**src/rtl/ring_age_switch_allocator.sv**
```systemverilog
// ============================================================================
// Module   : ring_age_switch_allocator
// Purpose  : Oldest-first two-class output-port allocator with low-class aging.
//            Optional macro AGE_WRAP_EN selects wrap-tolerant timestamp compare.
// Revision : 1.0 - initial release
// ============================================================================
`default_nettype none

module ring_age_switch_allocator #(
  parameter logic [15:0] OUT_PORT     = 16'h0001,
  parameter int          PACKET_SIZE  = 49,
  parameter int          BUFFER_SIZE  = 4,
  parameter int          TS_LSB       = 32,
  parameter int          TS_WIDTH     = 16,
  parameter int          STARVE_LIMIT = 8,
  parameter int          POS_W        = $clog2(BUFFER_SIZE)
) (
  input  logic                               clk,
  input  logic                               rst_n,
  input  logic [PACKET_SIZE-1:0]             buffer_high_prior [BUFFER_SIZE],
  input  logic [15:0]                        buffer_high_prior_route_info [BUFFER_SIZE],
  input  logic [PACKET_SIZE-1:0]             buffer_low_prior [BUFFER_SIZE],
  input  logic [15:0]                        buffer_low_prior_route_info [BUFFER_SIZE],
  input  logic                               out_ready,
  output logic                               out_valid,
  output logic [PACKET_SIZE-1:0]             out_packet,
  output logic                               grant_valid,
  output logic [POS_W-1:0]                   grant_pos,
  output logic                               grant_in_high,
  output logic [$clog2(STARVE_LIMIT+1)-1:0]  starve_cnt
);

  localparam int                 c_slots = 1 << POS_W;
  localparam int                 c_cnt_w = $clog2(STARVE_LIMIT + 1);
  localparam logic [c_cnt_w-1:0] c_limit = c_cnt_w'(STARVE_LIMIT);

  typedef struct packed {
    logic             vld;
    logic [POS_W-1:0] idx;
  } pick_t;

  // True when timestamp a is strictly older than timestamp b.
  function automatic logic older(input logic [TS_WIDTH-1:0] a, input logic [TS_WIDTH-1:0] b);
`ifdef AGE_WRAP_EN
    logic [TS_WIDTH-1:0] diff;
    diff = a - b;
    return diff[TS_WIDTH-1];
`else
    return a < b;
`endif
  endfunction

  // Pairwise reduction over log2(c_slots) levels; the left (lower index) side
  // keeps the slot unless the right side is strictly older.
  function automatic pick_t pick_oldest(input logic [c_slots-1:0] elig,
                                        input logic [TS_WIDTH-1:0] ts [c_slots]);
    logic                vld  [c_slots];
    logic [TS_WIDTH-1:0] nts  [c_slots];
    logic [POS_W-1:0]    nidx [c_slots];
    pick_t               res;
    for (int i = 0; i < c_slots; i++) begin
      vld[i]  = elig[i];
      nts[i]  = ts[i];
      nidx[i] = POS_W'(i);
    end
    for (int s = 1; s < c_slots; s = s * 2) begin
      for (int i = 0; i + s < c_slots; i = i + 2 * s) begin
        if (vld[i+s] && (!vld[i] || older(nts[i+s], nts[i]))) begin
          vld[i]  = 1'b1;
          nts[i]  = nts[i+s];
          nidx[i] = nidx[i+s];
        end
      end
    end
    res.vld = vld[0];
    res.idx = nidx[0];
    return res;
  endfunction

  logic [c_slots-1:0]     w_high_elig;
  logic [c_slots-1:0]     w_low_elig;
  logic [TS_WIDTH-1:0]    w_high_ts [c_slots];
  logic [TS_WIDTH-1:0]    w_low_ts  [c_slots];
  pick_t                  w_high_pick;
  pick_t                  w_low_pick;
  logic                   w_cap;
  logic                   w_low_win;
  logic                   w_any;
  logic                   w_grant_valid;
  logic [PACKET_SIZE-1:0] w_win_packet;

  logic                   r_out_valid;
  logic [PACKET_SIZE-1:0] r_out_packet;
  logic [c_cnt_w-1:0]     r_starve_cnt;

  for (genvar i = 0; i < c_slots; i++) begin : g_leaf
    if (i < BUFFER_SIZE) begin : g_entry
      assign w_high_elig[i] = buffer_high_prior[i][PACKET_SIZE-1] &&
                              (buffer_high_prior_route_info[i] != 16'h0000);
      assign w_low_elig[i]  = buffer_low_prior[i][PACKET_SIZE-1] &&
                              (buffer_low_prior_route_info[i] == OUT_PORT);
      assign w_high_ts[i]   = buffer_high_prior[i][TS_LSB +: TS_WIDTH];
      assign w_low_ts[i]    = buffer_low_prior[i][TS_LSB +: TS_WIDTH];
    end else begin : g_pad
      assign w_high_elig[i] = 1'b0;
      assign w_low_elig[i]  = 1'b0;
      assign w_high_ts[i]   = '0;
      assign w_low_ts[i]    = '0;
    end
  end

  always_comb begin
    w_high_pick   = pick_oldest(w_high_elig, w_high_ts);
    w_low_pick    = pick_oldest(w_low_elig, w_low_ts);
    w_cap         = !r_out_valid || out_ready;
    w_low_win     = w_low_pick.vld && (!w_high_pick.vld || (r_starve_cnt == c_limit));
    w_any         = w_low_pick.vld || w_high_pick.vld;
    w_grant_valid = rst_n && w_cap && w_any;
    w_win_packet  = w_low_win ? buffer_low_prior[w_low_pick.idx]
                              : buffer_high_prior[w_high_pick.idx];
  end

  assign grant_valid   = w_grant_valid;
  assign grant_in_high = w_grant_valid && !w_low_win;
  assign grant_pos     = w_grant_valid ? (w_low_win ? w_low_pick.idx : w_high_pick.idx)
                                       : '0;

  always_ff @(posedge clk or negedge rst_n) begin
    if (!rst_n) begin
      r_out_valid  <= 1'b0;
      r_out_packet <= '0;
      r_starve_cnt <= '0;
    end else if (w_grant_valid) begin
      r_out_valid  <= 1'b1;
      r_out_packet <= w_win_packet;
      // Aging only advances when low was eligible but lost to high.
      if (!w_low_win && w_low_pick.vld) begin
        if (r_starve_cnt != c_limit) begin
          r_starve_cnt <= r_starve_cnt + 1'b1;
        end
      end else begin
        r_starve_cnt <= '0;
      end
    end else if (w_cap) begin
      r_out_valid <= 1'b0;
    end
  end

  assign out_valid  = r_out_valid;
  assign out_packet = r_out_packet;
  assign starve_cnt = r_starve_cnt;

endmodule

`default_nettype wire

```
**config.mk**
```make
export PLATFORM = sky130hd
export DESIGN_NAME = ring_age_switch_allocator
export DESIGN_NICKNAME = d
export VERILOG_FILES = /design/src/rtl/ring_age_switch_allocator.sv
export SDC_FILE = /design/constraint.sdc
export NUM_CORES = 1
export LEC_CHECK = 0
export BUFFER_PORTS_ARGS = -buffer_cell sky130_fd_sc_hd__buf_2
export CAP_MARGIN = 15
export CORE_AREA = 10 10 220 222
export CTS_BUF_LIST = sky130_fd_sc_hd__clkbuf_8 sky130_fd_sc_hd__clkbuf_16
export DETAILED_ROUTE_END_ITERATION = 8
export DIE_AREA = 0 0 230 232
export PLACE_DENSITY = 0.5
export SLEW_MARGIN = 0
export SYNTH_ARGS = -nofsm -noshare
export SYNTH_HDL_FRONTEND = slang
export SYNTH_SLANG_ARGS = --single-unit
export TNS_END_PERCENT = 30
```
**constraint.sdc**
```tcl
create_clock -name clk -period 11.9 [get_ports clk]
set_input_delay 2.975 -clock clk [delete_from_list [all_inputs] [get_ports clk]]
set_output_delay 2.975 -clock clk [all_outputs]
set_load 0.01 [all_outputs]
```
; ---- Word-level counts from Yosys, hierarchy flattened
; Cells that the tools add are included.
[word_totals]
input_bits = 523
elab_cells = 93
ff_bits = 54
output_inout_bits = 58
[classes]
n_addsub = 1
bitwise_logic = 2
mux = 29
n_eq_ne = 7
n_reduce_logical = 43
order_cmp = 8
[op_table]
columns = operator, n
row1 = two-way mux 49 bit, 5
row2 = binary-select mux 49 bit (select 2 bit), 2
row3 = less-than comparator 16 bit, 6
row4 = == test 16 x 1 -> 1 bit (second input constant), 4
row5 = two-way mux 16 bit, 4
row6 = nonzero test 16 bit, 4
row7 = logical AND 1 bit, 19
row8 = two-way mux 1 bit, 12
row9 = zero test 1 bit, 9
row10 = logical OR 1 bit, 9
row11 = two-way mux 2 bit, 4
row12 = two-way mux 4 bit, 2
row13 = greater-or-equal comparator 3 bit (second input constant), 2
row14 = NOT 2 -> 3 bit, 2
row15 = adder 4 x 1 -> 4 bit (second input constant), 1
row16 = == test 4 bit (second input constant), 1
row17 = inequality test 4 bit (second input constant), 1
row18 = inequality test 2 x 1 -> 1 bit (second input constant), 1
row19 = AND reduction 2 bit, 1
row20 = nonzero test 2 bit, 1

; ---- Logic depth before layout (Yosys ltp)
; Gate-level depths: netlist (run 1).
[depth]
ltp_word = 17
ltp_mapped = 25
depth_no_buf = 21

; ---- Worst setup path after synthesis (run 1)
; Ideal clock, no wire load.
[synth_path]
path_kind = input -> output
start = input port buffer_high_prior[194] in the netlist's numbering
end = output port grant_pos[0]
path_slack_ns = 1.344
path_buffers = 3
t_required_ns = 8.925
stages = 22
arrival_time_ns = 7.581
cell_sequence = inv_1 ha_1 nand4_1 or4_1 a211o_1 a31oi_4 nor2_1 clkbuf_1 mux2i_1 ha_1 a21o_1 a21o_1 a2111oi_0 o21bai_1 a21oi_1 nand4_1 o211a_4 or2_1 buf_6 buf_6 nor2_1 a211oi_1
[synth_via]
elab_chain_cells = 13
word_cells_on_any_way = 19
classes_between = order compare: 2 / mux: 7 / reduce/logical: 10
[synth_lines]
columns = item, line
row1 = from (decl), 20  ; input logic [PACKET_SIZE-1:0] buffer_high_prior [BUFFER_SIZE],
row2 = less-than comparator 16 bit, 49  ; return a < b;
row3 = logical OR 1 bit, 68  ; if (vld[i+s] && (!vld[i] || older(nts[i+s], nts[i]))) begin
row4 = logical AND 1 bit, 68
row5 = two-way mux 16 bit / two-way mux 1 bit (equally long branches), 68
row6 = less-than comparator 16 bit / zero test 1 bit (equally long branches), "49, 68"
row7 = logical OR 1 bit, 68
row8 = logical AND 1 bit, 68
row9 = two-way mux 1 bit, 68
row10 = zero test 1 bit, 116  ; w_low_win = w_low_pick.vld && (!w_high_pick.vld || (r_starve_cnt == c_limit));
row11 = logical OR 1 bit, 116
row12 = logical AND 1 bit, 116
row13 = two-way mux 2 bit, 125  ; assign grant_pos = w_grant_valid ? (w_low_win ? w_low_pick.idx : w_high_pick.idx)
row14 = two-way mux 2 bit (*), 125
row15 = to (decl), 28  ; output logic [POS_W-1:0] grant_pos,
; Every way passes the cells marked *; elsewhere a longest branch is shown, timed or not.

; ---- Final worst setup path (run 1)
; Ends and elaborated chain as after synthesis.

==> results.sh, run 1 <==
export IMPL_yosys_area_top_type_share_pct=24.9
export IMPL_tns_ps=0
export IMPL_clkTransAtPathRegs_ps=80
export IMPL_die_w_um=230
export IMPL_die_height_um=232
export IMPL_synth_enable_flop_cells=0
export IMPL_distinct_cell_type_count_after_synthesis=62
export IMPL_path_cells="buf_2 > inv_1 > ha_1 > nand4_1 > or4_1 > a211o_1 > a31oi_4 > nor2_1 > mux2i_1 > ha_1 > a21o_1 > a21o_1 > a2111oi_0 > o21bai_1 > a21oi_1 > nand4_1 > o211a_4 > or2_1 > nor2_1 > a211oi_1 > buf_2"
export IMPL_drc=0
export IMPL_setup_viol=0
export IMPL_grt_max_degree=50
export IMPL_power_net_switching_w=0.000451
export IMPL_highest_signal_layer="met5"
export IMPL_fin_skew_ps=6.56
export IMPL_max_cap_violations=0
export IMPL_die_area_um2=53400
export IMPL_crit_family="compound AO/OA/AOI/OAI gates"
export IMPL_cts_hold_buf=0
export IMPL_ys_async_sr_fraction_pct=100
export IMPL_cts_tree="done"
export IMPL_antenna_violations_before_repair=6
export IMPL_fin_nets=2129
export IMPL_yosys_top_cells_area="mux2i_1 25%, dfrtp_1 17%, ha_1 14%"
export IMPL_detail_route_wirelength_met1_mm=21.1
export IMPL_floorplan_io_pins=581
export IMPL_clock_sink_total=54
export IMPL_fin_crit_sh_pct=92.5
export IMPL_drtPass1Iterations=5
export IMPL_cts_buffers=5
export IMPL_dr_wl_met2_mm=23.2
export IMPL_fp_coreArea_um2=43900
export IMPL_area_growth_from_synthesis_to_final_layout_pct=44.9
export IMPL_capturing_element_type_of_the_critical_path="output pin"
export IMPL_yosys_warnings=0
export IMPL_final_area_um2=11800
export IMPL_number_of_cell_rows=77
export IMPL_io_buffers=580
export IMPL_yosys_cell_count_top_type="mux2i_1"
export IMPL_setup_slack_ps=888
export IMPL_yosys_register_bits=54
export IMPL_ff_latch_area_um2=1350
export IMPL_seq_area_frac_synth_pct=16.6
export IMPL_power_frac_clock_pct=16.7
export IMPL_detail_route_iter0_violations=536
export IMPL_ctsLongestPathBuffers=2
export IMPL_status="completed"
export IMPL_path_max_fanout=13
export IMPL_layout_filler_cells=4838
export IMPL_dp_final_hpwl_mm=42.0
export IMPL_synth_main_ff_cell="dfrtp_1"
export IMPL_vias=9936
export IMPL_global_route_wire_length_before_repair_mm=69.2
export IMPL_power_density_nw_per_um2=86.1
export IMPL_combPwrFrac_pct=57.2
export IMPL_ys_top_cells_by_count="203 x mux2i_1, 92 x ha_1, 82 x inv_1"
export IMPL_period_minus_slack_ps=11010
export IMPL_timing_slew_headroom_pct=27.5
export IMPL_cellLeakagePower_nw=5.80
export IMPL_worst_setup_path_category="input port to output pin"
export IMPL_floorplan_initialDensity_pct=18.5
export IMPL_wl_per_cell_um=22.8
export IMPL_finalWeightedCongestion=0.935
export IMPL_synth_cell_area_um2=8150
export IMPL_worstPathArrival_ps=8040
export IMPL_dp_worst_setup_slack_ps=942
export IMPL_globalRouteTotalUtil_pct=17.0
export IMPL_grt_setup_unrepaired="false"
export IMPL_slew_violations=0
export IMPL_p_seq_share_pct=26.2
export IMPL_mappedNetlistNets=1583
export IMPL_final_number_of_hold_violating_endpoints=0
export IMPL_ir_drop_uv=59.8
export IMPL_clock_insertion_delay_at_the_later_pin_of_the_skew_report_ps=330
export IMPL_netSwitchingFraction_pct=44.4
export IMPL_crit_slowest_cell="or4_1"
export IMPL_syn_inst=968
export IMPL_syn_avg_cell_area_um2=8.42
export IMPL_grt_pass1_vias=10560
export IMPL_dpl_cell_area_um2=11600
export IMPL_grt_remaining_overflow=0
export IMPL_maxClockFrequency_ghz=0.0908
export IMPL_wp_data_required_ps=8930
export IMPL_ctsRootBufferMaster="clkbuf_16"
export IMPL_ant_nets=0
export IMPL_share_of_layout_cells_above_drive_strength_1_pct=41.4
export IMPL_avgViaCountPerCell=4.71
export IMPL_slowest_stage_delay_cp_ps=580
export IMPL_multi_input_combinational_cell_area_um2=6250
export IMPL_worst_slew_pin_transition_ps=1080
export IMPL_finish_utilization_pct=26.9
export IMPL_cts_resized=0
export IMPL_total_wire_length_after_detailed_routing_mm=48.2
export IMPL_wl_met3_mm=3.52
export IMPL_internal_cell_power_w=0.000566
export IMPL_start_kind="input port"
export IMPL_buffer_and_inverter_count_on_the_worst_path=3
export IMPL_synth_top_area_cell="mux2i_1"
export IMPL_hold_path_class="register to register"
export IMPL_cts_repair_timing_setup_buffer_count=0
export IMPL_clock_tree_htree_level_count=2
[stage by stage]
stage	instances	hold WS, ps	power (W)
after floorplan	968	504	0.000574
after global placement	2099	449	0.000850
final	2111	484	0.00102
after detailed placement	2099	463	0.000852
after global routing	2110	501	0.00110
after CTS	2107	489	0.00104
[logic make-up (layout without fill, tap and decap cells)]
kind of cell / after synthesis / in the layout / synth area share, %
compound gates: 263 / 263 / 23.3
simple gates: 219 / 219 / 13.5
mux: 204 / 204 / 25.1
buf+inv: 136 / 683 / 7.45
fa+ha+maj: 92 / 92 / 14.1
flops: 54 / 54 / 16.6
other cells: 0 / 4 / 0
[worst register-to-register path: stages (launching register included)]
cell	delay (ps)
dfrtp_1	450
inv_1	80
ha_1	130
nand2_1	50
o22a_1	350
a21oi_1	530
nor2_1	90
buf_4	200
nand2_2	770
o221ai_1	300
[state kept, by name, indices dropped and copies added (netlist names)]
signal	cells
out_valid	1
starve_cnt	4
out_packet	49
[per-layer routing]
metal	global-route usage (%)	up-vias
met5	0	-
met1	21.5	4707
met3	4.39	19
met4	3.10	2
met2	28.7	398
li1	-	4810
[final timing paths]
path	from	end	slack, ps	depth (start not counted)
max in group asynchronous	rst_n	out_packet[12]$_DFFE_PN0P_	8360	2
min	out_packet[48]$_DFFE_PN0P_	out_packet[48]$_DFFE_PN0P_	480	1
max reg2reg	starve_cnt[0]$_DFFE_PN0P_	out_packet[43]$_DFFE_PN0P_	8750	9
min reg2reg	out_packet[48]$_DFFE_PN0P_	out_packet[48]$_DFFE_PN0P_	480	1
min in group asynchronous	rst_n	out_packet[46]$_DFFE_PN0P_	2500	1
max	buffer_high_prior[194]	grant_pos[0]	890	21
[cell usage in the layout, fill, tap and decap left out, drive strengths merged, types with 4 or more instances in the layout]
master and n:
diode 4, or3 7, a211oi 7, ha 92
nand2b 11, a21o 21, a31oi 8, clkbuf 5
nand2 61, o22ai 5, o21ai 50, nand4 21
nor3 24, o21a 5, nor2 39, a21oi 50
dfrtp 54, nand3b 4, inv 83, mux2i 203
nor4 23, o221ai 48, a22oi 33, a2bb2oi 11
buf 592, nand3 17
[power groups by stage]
stage	Clock (W)	Sequential [W]	Combinational [W]
after floorplan	0	0.000290	0.000284
after global placement	0	0.000266	0.000583
after detailed placement	0	0.000269	0.000583
after CTS	0.000184	0.000266	0.000586
after global routing	0.000188	0.000273	0.000635
final	0.000170	0.000266	0.000581
[final cells by class]
cell class	instances	share of cell area (%)
sequential	54	11.4
inverter	83	2.64
clock inverter	3	0.244
tap	592	6.27
multi-input combinational	778	52.9
clock buffer	5	1.06
timing repair buffer	592	25.3
antenna	4	0.0848
Note: power is estimated with default switching activity, not from simulation.
==> inputs of run 2 (changes only) <==
--- a/config.mk
+++ b/config.mk
@@ -12,6 +12,7 @@
 export DETAILED_ROUTE_END_ITERATION = 8
 export DIE_AREA = 0 0 230 232
 export PLACE_DENSITY = 0.5
+export RECOVER_POWER = 100
 export SLEW_MARGIN = 0
 export SYNTH_ARGS = -nofsm -noshare
 export SYNTH_HDL_FRONTEND = slang
==> run 2 against run 1 <==
Effect of this change: critical endpoint unchanged; the flow now finishes with violations (capacitance limit, slew limit); sequential power about the same; clock power about the same; maximum frequency decreased by 1.7%.
==> results.sh, run 2 (synthesized netlist as in run 1, its figures left out) <==
export IMPL_status="complete, but fails checks"
export IMPL_failing_checks="capacitance limit, slew limit"
export IMPL_cellLeakagePower_nw=5.60
export IMPL_number_of_cell_rows=77
export IMPL_clock_sink_total=54
export IMPL_path_max_fanout=13
export IMPL_mostFrequentLayoutCell="buf_2"
export IMPL_dp_cells=2099
export IMPL_ant_nets=0
export IMPL_start_kind="input port"
export IMPL_drtPass1Iterations=5
export IMPL_ctsRootBufferMaster="clkbuf_16"
export IMPL_hold_path_class="register to register"
export IMPL_period_minus_slack_ps=11210
export IMPL_clkTransAtPathRegs_ps=80
export IMPL_post_layout_nonfiller_instances=2111
export IMPL_wp_data_required_ps=8930
export IMPL_max_cap_violations=4
export IMPL_global_route_wire_length_before_repair_mm=69.2
export IMPL_dp_worst_setup_slack_ps=942
export IMPL_ff_latch_area_um2=1350
export IMPL_wl_per_cell_um=22.8
export IMPL_number_of_flip_flops_under_the_largest_register_name=49
export IMPL_antenna_violations_before_repair=6
export IMPL_die_area_um2=53400
export IMPL_vias=9876
export IMPL_grt_setup_unrepaired="false"
export IMPL_cts_resized=0
export IMPL_die_height_um=232
export IMPL_cts_hold_buf=0
export IMPL_total_wire_length_after_detailed_routing_mm=48.2
export IMPL_cts_buffers=5
export IMPL_cts_tree="done"
export IMPL_floorplan_initialDensity_pct=18.5
export IMPL_grt_pass1_vias=10560
export IMPL_clock_insertion_delay_at_the_later_pin_of_the_skew_report_ps=330
export IMPL_worst_slew_pin_transition_ps=3950
export IMPL_crit_slowest_cell="or4_1"
export IMPL_worst_setup_path_startpoint="buffer_high_prior[194]"
export IMPL_worstHoldStart="out_packet[48]$_DFFE_PN0P_"
export IMPL_layout_filler_cells=4880
export IMPL_ir_drop_uv=60.0
export IMPL_setup_slack_ps=694
export IMPL_timing_slew_headroom_pct=-164
export IMPL_capturing_element_type_of_the_critical_path="output pin"
export IMPL_fin_skew_ps=5.84
export IMPL_fp_coreArea_um2=43900
export IMPL_slew_violations=175
export IMPL_dp_final_hpwl_mm=42.0
export IMPL_multi_input_combinational_cell_area_um2=6230
export IMPL_tns_ps=0
export IMPL_drc=0
export IMPL_grt_max_degree=50
export IMPL_clock_tree_htree_level_count=2
export IMPL_final_cell_mix="521 x buf_2, 203 x mux2i_1, 92 x ha_1, 82 x inv_1, 64 x clkbuf_1"
export IMPL_finalWeightedCongestion=0.935
export IMPL_io_buffers=580
export IMPL_maxClockFrequency_ghz=0.0892
export IMPL_rr_startpoint="starve_cnt[0]$_DFFE_PN0P_"
export IMPL_ctsLongestPathBuffers=2
export IMPL_cts_repair_timing_setup_buffer_count=0
export IMPL_power_density_nw_per_um2=86.3
export IMPL_grt_remaining_overflow=0
export IMPL_worstPathArrival_ps=8230
export IMPL_path_cells="buf_2 > inv_1 > ha_1 > nand4_1 > or4_1 > a211o_1 > a31oi_4 > nor2_1 > mux2i_1 > ha_1 > a21o_1 > a21o_1 > a2111oi_0 > o21bai_1 > a21oi_1 > nand4_1 > o211a_1 > or2_0 > nor2_1 > a211oi_1 > buf_2"
export IMPL_worst_setup_path_category="input port to output pin"
export IMPL_fin_nets=2129
export IMPL_die_w_um=230
export IMPL_globalRouteTotalUtil_pct=17.0
export IMPL_setup_viol=0
export IMPL_fin_crit_sh_pct=94.2
export IMPL_area_growth_from_synthesis_to_final_layout_pct=43.5
export IMPL_detail_route_iter0_violations=539
export IMPL_floorplan_io_pins=581
export IMPL_avgViaCountPerCell=4.68
export IMPL_final_number_of_hold_violating_endpoints=0
export IMPL_slowest_stage_delay_cp_ps=580
export IMPL_share_of_layout_cells_above_drive_strength_1_pct=37.0
[run 2: cell types whose count changed in the layout (fill, tap and decap cells not counted), sizes merged]
cell / before / now
buf: 592 / 528
clkbuf: 5 / 69
[run 2: cell type report]
type / instances / share of cell area, %
Multi-Input combinational cell: 778 / 53.3
Timing Repair Buffer: 592 / 24.8
Sequential cell: 54 / 11.6
Tap cell: 592 / 6.33
Inverter: 83 / 2.66
Clock buffer: 5 / 1.07
Clock inverter: 3 / 0.246
Antenna cell: 4 / 0.0856
[run 2: final timing paths]
kind / end / slack (ps) / depth (start not counted)
worst max-delay path: grant_pos[0] / 690 / 21
worst min-delay path: out_packet[48]$_DFFE_PN0P_ / 490 / 1
worst max register to register: out_packet[43]$_DFFE_PN0P_ / 8580 / 9
worst min register to register: out_packet[48]$_DFFE_PN0P_ / 490 / 1
max in group asynchronous: out_packet[14]$_DFFE_PN0P_ / 5880 / 2
min in group asynchronous: out_packet[46]$_DFFE_PN0P_ / 2610 / 1
[run 2: stage by stage]
| stage | power (W) | utilization [%] | hold WS (ps) | area, um2 |
|---|---|---|---|---|
| 2_1_floorplan | 0.000574 | - | 504 | 8150 |
| 3_3_place_gp | 0.000850 | 26.5 | 449 | 11600 |
| 3_5_place_dp | 0.000852 | 26.5 | 463 | 11600 |
| 4_1_cts | 0.00104 | 26.9 | 489 | 11800 |
| 5_1_grt | 0.00109 | 26.6 | 503 | 11700 |
| 6_report | 0.00101 | 26.6 | 487 | 11700 |
[run 2: worst max-delay path, delay by kind of cell]
kind	cells	cell delay [ps]
muxes	1	210
buffers and inverters	3	340
AOI/OAI and AO/OA	9	2250
and+or+nand+nor	6	1800
adders and majority gates	2	640
[run 2: power by group]
part	total [W]	switching [W]	internal, W
Clock	0.000169	0.0000885	0.0000809
Sequential	0.000268	0.0000325	0.000235
Combinational	0.000572	0.000331	0.000242
[run 2: metal layers]
layer  up-vias  track usage, %  wire (um)
met3        19            4.39       3580
met1      4649            21.5      21000
met4         2            3.10        423
met2       397            28.7      23100
met5         -               0         13
li1       4809               -          -
==> inputs of run 3 (changes only) <==
==> constraint.sdc (replaced) <==
create_clock -name clk -period 11.9 [get_ports clk]
set_input_delay 2.38 -clock clk [delete_from_list [all_inputs] [get_ports clk]]
set_output_delay 2.38 -clock clk [all_outputs]
set_load 0.01 [all_outputs]
==> run 3 against run 2 <==
Effect of this change: the flow still finishes with violations (capacitance limit, slew limit); critical path type is now input port to register; design area hardly changed; first-iteration DRC count is 7.6% higher; highest routed layer unchanged; clock skew is 11 ps higher; combinational power hardly changed.
==> results.sh, run 3 (synthesized netlist as in run 1, its figures left out) <==
export IMPL_number_of_cell_rows=77
export IMPL_drc=0
export IMPL_period_minus_slack_ps=10610
export IMPL_fin_skew_ps=17.0
export IMPL_max_cap_violations=5
export IMPL_fin_nets=2129
export IMPL_timing_slew_headroom_pct=-178
export IMPL_fin_crit_sh_pct=89.2
export IMPL_fp_coreArea_um2=43900
export IMPL_ir_drop_uv=52.6
export IMPL_detail_route_wirelength_met1_mm=20.8
export IMPL_clock_insertion_delay_at_the_later_pin_of_the_skew_report_ps=320
export IMPL_detail_route_iter0_violations=580
export IMPL_die_area_um2=53400
export IMPL_status="complete, but fails checks"
export IMPL_wp_data_required_ps=12100
export IMPL_worstHoldPathCells=1
export IMPL_tns_ps=0
export IMPL_power_net_switching_w=0.000445
export IMPL_buffer_and_inverter_count_on_the_worst_path=4
export IMPL_crit_slowest_cell="clkbuf_1"
export IMPL_grt_setup_unrepaired="false"
export IMPL_cts_resized=0
export IMPL_ctsLongestPathBuffers=2
export IMPL_ant_nets=0
export IMPL_global_route_wire_length_before_repair_mm=69.4
export IMPL_dp_final_hpwl_mm=42.0
export IMPL_die_w_um=230
export IMPL_worstHoldStart="out_packet[48]$_DFFE_PN0P_"
export IMPL_rr_startpoint="starve_cnt[0]$_DFFE_PN0P_"
export IMPL_dp_cells=2099
export IMPL_io_buffers=580
export IMPL_worstPathArrival_ps=10820
export IMPL_path_cells="buf_2 > inv_1 > ha_1 > nand4_1 > or4_1 > a211o_1 > a31oi_1 > nor2_1 > buf_4 > mux2i_1 > ha_1 > a21o_1 > a21o_1 > a2111oi_0 > o21bai_1 > a21oi_1 > nand4_1 > o21ai_4 > clkbuf_1 > mux2i_1 > o221ai_1"
export IMPL_ctsRootBufferMaster="clkbuf_16"
export IMPL_start_kind="input port"
export IMPL_floorplan_io_pins=581
export IMPL_power_frac_clock_pct=18.1
export IMPL_slew_violations=187
export IMPL_cts_repair_timing_setup_buffer_count=0
export IMPL_number_of_flip_flops_under_the_largest_register_name=49
export IMPL_share_of_layout_cells_above_drive_strength_1_pct=37.1
export IMPL_mostFrequentLayoutCell="buf_2"
export IMPL_cellLeakagePower_nw=5.62
export IMPL_post_layout_nonfiller_instances=2109
export IMPL_failing_checks="capacitance limit, slew limit"
export IMPL_p_seq_share_pct=26.1
export IMPL_maxClockFrequency_ghz=0.0942
export IMPL_crit_family="buffers and inverters"
export IMPL_highest_signal_layer="met5"
export IMPL_worst_setup_path_category="input port to register"
export IMPL_hold_end="out_packet[48]$_DFFE_PN0P_"
export IMPL_finalWeightedCongestion=0.922
export IMPL_wl_per_cell_um=22.8
export IMPL_area_growth_from_synthesis_to_final_layout_pct=43.6
export IMPL_hold_path_class="register to register"
export IMPL_wl_met3_mm=3.81
export IMPL_worst_slew_pin_transition_ps=4170
export IMPL_final_number_of_hold_violating_endpoints=0
export IMPL_floorplan_initialDensity_pct=18.5
export IMPL_clkTransAtPathRegs_ps=80
export IMPL_dp_worst_setup_slack_ps=1900
export IMPL_antenna_violations_before_repair=5
export IMPL_worst_r2r_setup_slack_ps=8560
export IMPL_r2r_end="out_packet[28]$_DFFE_PN0P_"
export IMPL_path_max_fanout=50
export IMPL_cts_hold_buf=0
export IMPL_grt_remaining_overflow=0
export IMPL_combPwrFrac_pct=55.8
export IMPL_grt_max_degree=51
export IMPL_grt_pass1_vias=10750
export IMPL_cts_tree="done"
export IMPL_dr_wl_met2_mm=22.9
export IMPL_clock_sink_total=54
export IMPL_vias=9991
export IMPL_setup_slack_ps=1290
export IMPL_netSwitchingFraction_pct=43.2
export IMPL_capturing_element_type_of_the_critical_path="register"
export IMPL_total_wire_length_after_detailed_routing_mm=48.1
export IMPL_cts_buffers=5
export IMPL_globalRouteTotalUtil_pct=17.0
export IMPL_die_height_um=232
export IMPL_avgViaCountPerCell=4.74
export IMPL_power_density_nw_per_um2=88.0
export IMPL_slowest_stage_delay_cp_ps=2930
export IMPL_internal_cell_power_w=0.000584
export IMPL_final_cell_mix="524 x buf_2, 203 x mux2i_1, 92 x ha_1, 82 x inv_1, 60 x clkbuf_1"
export IMPL_drtPass1Iterations=7
export IMPL_timing_reg2reg_worst_path_depth=9
export IMPL_clock_tree_htree_level_count=2
export IMPL_setup_viol=0
run 3: final cells by class:
type	count	area (um2)
sequential	54	1350
antenna	2	5.00
inverter	83	312
multi-input combinational	778	6210
tap	592	741
timing repair buffer	592	2910
clock inverter	2	38.8
fill	4919	32200
clock buffer	6	139
run 3: power groups by stage:
stage	registers [W]	clock network, W	logic (W)
floorplan	0.000290	0	0.000284
global placement	0.000267	0	0.000579
detailed placement	0.000270	0	0.000581
CTS	0.000266	0.000197	0.000584
global route	0.000275	0.000203	0.000627
finish	0.000268	0.000186	0.000574
run 3: worst max path at each step:
| stage | from | to | slack, ps | depth (start not counted) |
|---|---|---|---|---|
| finish | buffer_high_prior[194] | out_packet[36]$_DFFE_PN0P_ | 1290 | 21 |
| global route | buffer_high_prior[194] | out_packet[36]$_DFFE_PN0P_ | 820 | 21 |
| CTS | buffer_high_prior[194] | grant_pos[0] | 1890 | 23 |
| detailed placement | buffer_high_prior[194] | grant_pos[0] | 1900 | 23 |
| global placement | buffer_high_prior[194] | grant_pos[0] | 1950 | 23 |
| floorplan | buffer_high_prior[194] | grant_pos[0] | 2530 | 22 |
run 3: per-layer routing:
layer | GRT usage [%] | up-vias
li1 | - | 4790
met1 | 21.4 | 4733
met2 | 28.5 | 431
met3 | 4.65 | 33
met4 | 3.37 | 4
met5 | 0 | -
run 3: through the flow:
step	area, um2	utilization, %	total power [W]	hold slack (ps)
floorplan	8150	-	0.000574	504
finish	11700	26.6	0.00103	505
CTS	11800	26.9	0.00105	499
global route	11700	26.6	0.00111	513
global placement	11600	26.5	0.000846	451
detailed placement	11600	26.5	0.000851	473
